`config.mk`:
```
export PLATFORM = sky130hd
export DESIGN_NAME = serial_add_sub_ctrl
export DESIGN_NICKNAME = d
export VERILOG_FILES = /design/src/rtl/serial_add_sub_ctrl.sv
export SDC_FILE = /design/constraint.sdc
export NUM_CORES = 1
export LEC_CHECK = 0
export BUFFER_PORTS_ARGS = -buffer_cell sky130_fd_sc_hd__buf_2
export CAP_MARGIN = 20
export CORE_UTILIZATION = 55
export DETAILED_ROUTE_END_ITERATION = 12
export PLACE_DENSITY = 0.8
export SETUP_SLACK_MARGIN = 0.2
export SLEW_MARGIN = 20
export SYNTH_ARGS = -nofsm -noshare
export SYNTH_HDL_FRONTEND = slang
export SYNTH_SLANG_ARGS = --single-unit
```
`constraint.sdc`:
```
create_clock -name clk -period 8.5 [get_ports clk]
set_input_delay 0.425 -clock clk [delete_from_list [all_inputs] [get_ports clk]]
set_output_delay 0.425 -clock clk [all_outputs]
set_load 0.02 [all_outputs]
```
`src/rtl/serial_add_sub_ctrl.sv`:
```
// serial_add_sub_ctrl: wide add/subtract sequenced over a single 4-bit slice.
// Operands are latched on an accepted start. One nibble is processed per clock,
// LSB first, and the carry is chained between nibbles. A one-cycle done pulse
// marks a valid result together with the carry-out, signed overflow and zero flags.
module serial_add_sub_ctrl #(
    parameter int NIBBLES = 4
) (
    input  logic                   clk,
    input  logic                   rst,
    input  logic                   start,
    input  logic                   op,
    input  logic [4*NIBBLES-1:0]   a,
    input  logic [4*NIBBLES-1:0]   b,
    output logic                   ready,
    output logic                   busy,
    output logic                   done,
    output logic [4*NIBBLES-1:0]   result,
    output logic                   cout,
    output logic                   v,
    output logic                   zero
);

    localparam int W    = 4 * NIBBLES;
    localparam int IDXW = (NIBBLES > 1) ? $clog2(NIBBLES) : 1;
    localparam logic [IDXW-1:0] IDX_LAST = IDXW'(NIBBLES - 1);

    typedef enum logic [1:0] {
        ST_IDLE = 2'd0,
        ST_RUN  = 2'd1,
        ST_DONE = 2'd2
    } state_t;

    state_t            state_q;
    logic [IDXW-1:0]   idx_q;
    logic [W-1:0]      a_q;
    logic [W-1:0]      b_q;
    logic              op_q;
    logic              carry_q;
    logic [W-1:0]      result_q;
    logic              cout_q;
    logic              v_q;
    logic              zero_q;

    logic [31:0]       nib_base_s;
    logic [3:0]        nib_a_s;
    logic [3:0]        nib_bx_s;
    logic [4:0]        sum_s;
    logic              carry_into_b3_s;
    logic              last_s;
    logic [W-1:0]      result_d;

    // Nibble slice: selected operand nibbles, add/sub and the result with this nibble merged in.
    always_comb begin
        nib_base_s      = 32'(idx_q) * 32'd4;
        nib_a_s         = a_q[nib_base_s +: 4];
        // Subtraction is A + ~B + 1; the +1 comes from the carry seeded with op.
        nib_bx_s        = b_q[nib_base_s +: 4] ^ {4{op_q}};
        sum_s           = {1'b0, nib_a_s} + {1'b0, nib_bx_s} + {4'b0000, carry_q};
        // The sum bit is a ^ b ^ carry-in, so the carry into bit 3 falls out of it.
        carry_into_b3_s = nib_a_s[3] ^ nib_bx_s[3] ^ sum_s[3];
        last_s          = (idx_q == IDX_LAST);
        result_d        = result_q;
        result_d[nib_base_s +: 4] = sum_s[3:0];
    end

    // Control FSM plus operand, carry, result and flag registers.
    always_ff @(posedge clk) begin
        if (rst) begin
            state_q  <= ST_IDLE;
            idx_q    <= {IDXW{1'b0}};
            a_q      <= {W{1'b0}};
            b_q      <= {W{1'b0}};
            op_q     <= 1'b0;
            carry_q  <= 1'b0;
            result_q <= {W{1'b0}};
            cout_q   <= 1'b0;
            v_q      <= 1'b0;
            zero_q   <= 1'b1;
        end else begin
            case (state_q)
                ST_IDLE: begin
                    if (start) begin
                        a_q     <= a;
                        b_q     <= b;
                        op_q    <= op;
                        carry_q <= op;
                        idx_q   <= {IDXW{1'b0}};
                        state_q <= ST_RUN;
                    end else begin
                        state_q <= ST_IDLE;
                    end
                end
                ST_RUN: begin
                    result_q <= result_d;
                    carry_q  <= sum_s[4];
                    if (last_s) begin
                        idx_q   <= {IDXW{1'b0}};
                        cout_q  <= sum_s[4];
                        v_q     <= carry_into_b3_s ^ sum_s[4];
                        zero_q  <= (result_d == {W{1'b0}});
                        state_q <= ST_DONE;
                    end else begin
                        idx_q   <= idx_q + 1'b1;
                    end
                end
                ST_DONE: begin
                    // Start is ignored here; the result is held until the next accepted start.
                    state_q <= ST_IDLE;
                end
                default: begin
                    state_q <= ST_IDLE;
                    idx_q   <= {IDXW{1'b0}};
                end
            endcase
        end
    end

    // Handshake outputs are decoded directly from the state register, so they
    // stay glitch-free and mutually exclusive.
    assign ready  = (state_q == ST_IDLE);
    assign busy   = (state_q == ST_RUN);
    assign done   = (state_q == ST_DONE);
    assign result = result_q;
    assign cout   = cout_q;
    assign v      = v_q;
    assign zero   = zero_q;

endmodule

```
==> reports/results.ini <==
[clock_network]
cts_root_buf = clkbuf_8
postCtsResizedCells = 0
postCtsHoldBufs = 0
htreeDepth = 3
clk_latency_ns = 0.34
cts_tree = built
cts_made_buffers = 9
clk_pin_slew_ns = 0.08
cts_buffer_depth = 2
clkSinkCount = 57
post_cts_buffers = 0

[synthesis]
ys_ff_latch = 57
synth-simple-area-share_pct = 23.7
synth_top_area_share_pct = 40.8
synth_compound_area_share_pct = 17.1
synth-adder-area-share_pct = 5.46
synth_top_flop_cell = dfxtp_1
netlist.top_cell.by_area = dfxtp_1
synth_xor_area_share_pct = 1.57
ys_seq_area_share_pct = 40.8
synth.distinct_cells = 53
synth_nets = 373
synthCells = 326
muxShareOfSynthArea_pct = 6.81
synth_edf_count = 0
synth.area.top_cells = dfxtp_1, nand2_1, a21oi_1
netlist_area_sq_um = 2790
async_flop_share_pct = 0
synth_top_family_by_area = simple AND/OR/NAND/NOR gates
avgSynthCellArea_sq_um = 8.57
ys_warn_count = 0

[grt]
grt_overflow = 0
grt_use_total_pct = 24.8
grt_max_degree = 60
grt_pass1_vias = 2178
antenna_found_initial = 0
grt_pass1_wl_um = 9960

[setup_path]
critPathRequiredTime_ns = 8.74
arrival_ns = 4.18
reg2reg_from = idx_q[0]
reg2reg_depth = 8
reg2reg_setup_slack_ns = 4.56
cpPeakStageDelay_ns = 0.87
timing.rr.end = zero
cp_cell_sequence = mux4_2, xnor2_1, fa_1, fa_1, and2_1, and3b_1, or4_1, o41ai_2
crit_path_end_kind = flip-flop
cp_top_family = adder cells
startpoint_type = flip-flop
path_class = flip-flop to flip-flop
crit_fanout = 19
path_buf_inv = 0
crit_path_frequent_cell = fa_1
cp_slowest_cell = dfxtp_1

[job]
max_cap_viol_count = 0

[sta]
setup_viol = 0
rsz0062_at_grt = no
period_share_pct = 46.3
fmax_mhz = 254
tightest_slew_ns = 0.980
whs_ns = 0.309
fin_tns_setup_ns = 0
drv_slew = 0
worst_slack_ns = 4.56
hold_viol_final = 0
slew_headroom_pct = 34.7
period_minus_slack_ns = 3.94
skew_ns = 0.0121

[worst_hold_path]
hold-path-cell-count = 3
min_to = a_q[4]
hold_class = input pin to flip-flop
hold_start = a[4]

[die]
die_x_um = 73.3
core_area_sq_um = 4820
rows = 25
die_h_um = 73.3
dieArea_sq_um = 5370
num_io_pins = 58
initial_core_util_pct = 58.0

[drt]
drc = 0
vias_per_cell = 5.52
ant_nets = 0
wirelength_um = 6180
drtIter0Drc = 165
first_pass_iters = 4
via_count = 2467
post_drt_wl_per_cell_um = 13.8

[cells_and_area]
area_delta_synth_final_pct = 18.9
num_antenna_cells = 0
nets = 422
layout_common_cells = nand2_1, dfxtp_1, buf_2
drive_above_1_share_pct = 23.4
layout_commonest_cell = nand2_1
fill_cells = 424

[place]
dp_hpwl_um = 4330
port_buffers = 57
place_ws_ns = 4.61
place_congestion = 0.942

[power_and_ir_drop]
p_leak_nw = 1.34
power_mw = 0.680
ir_worst_vdd_v = 0.000129
cellPowerDensity_nw_per_um2 = 205

[outcome]
status = finished, final reports clean

==> synth_stat cells, drive strengths merged (2+ instances only) <==
master    n
and2      2
a211o     3
and2b     2
and3b     2
nand2b    4
a21oi    40
clkbuf   12
nor4      4
a31oi     2
nand2    74
o41ai     3
nand3b    5
a22oi     3
dfxtp    57
fa        2
nor3      5
nor2     23
nor3b     2
buf       8
a211oi    3
nand3     2
o21ai     4
mux4      8
nand4     4
nor2b     3
xnor2     2
or4b      2
ha        9
xor2      3
or3       2
a2bb2oi   6
inv      10
==> state kept, by name, summed over array words and instances (netlist names) <==
register,count
zero,1
op_q,1
b_q,16
carry_q,1
result,16
cout,1
v,1
idx_q,2
state_q,2
a_q,16
==> routing by layer <==
metal | share of wire, % | up-vias | global-route usage (%)
li1 | - | 1244 | -
met2 | 47 | 85 | 37.0
met5 | 0 | - | 0
met3 | 5.7 | 14 | 5.35
met4 | 1.9 | 0 | 12.2
met1 | 46 | 1124 | 34.2
==> final cells by class <==
class                   count  area (sq um)  area share [%]
clock buffers               9           124            3.73
clock inverters             7           104            3.13
inverters                  10          37.5            1.13
multi-input cells         239          1540            46.2
flip-flops and latches     57          1140            34.4
well taps                  67          83.8            2.52
repair buffers             58           297            8.93
==> power by group <==
group,leakage [nW],internal [mW],switching (mW)
clock,0.114,0.168,0.117
sequential,0.465,0.279,0.0108
combinational,0.758,0.0463,0.0583
total,1.34,0.493,0.186
==> worst max path at each step <==
stage	from	endpoint	slack [ns]	depth (start not counted)
6_report	idx_q[0]	zero	4.56	8
5_1_grt	idx_q[0]	zero	4.35	8
4_1_cts	idx_q[0]	zero	4.58	8
3_5_place_dp	idx_q[0]	zero	4.61	8
3_3_place_gp	idx_q[0]	zero	4.71	8
2_1_floorplan	idx_q[0]	zero	4.97	9
==> worst register-to-register path: stages (launching register included) <==
cell and delay [ns]:
dfxtp_1 0.87, mux4_2 0.61, xnor2_1 0.15, fa_1 0.41, fa_1 0.67, and2_1 0.20, and3b_1 0.17, or4_1 0.50
o41ai_2 0.27
==> through the flow <==
step	cells	cell area, sq um	utilization, %
after floorplan	326	2790	-
after global placement	430	3080	63.9
after detailed placement	430	3080	64.0
after CTS	446	3310	68.7
after global routing	447	3320	69.0
final	447	3320	69.0
==> cells by family after synthesis <==
group / Yosys count
buffers and inverters: 30
multiplexers: 9
adder cells (fa/ha/maj): 11
AO/OA/AOI/OAI: 74
flip-flops: 57
XOR/XNOR: 5
AND/OR/NAND/NOR: 140
Note: power is estimated with default switching activity, not from simulation.
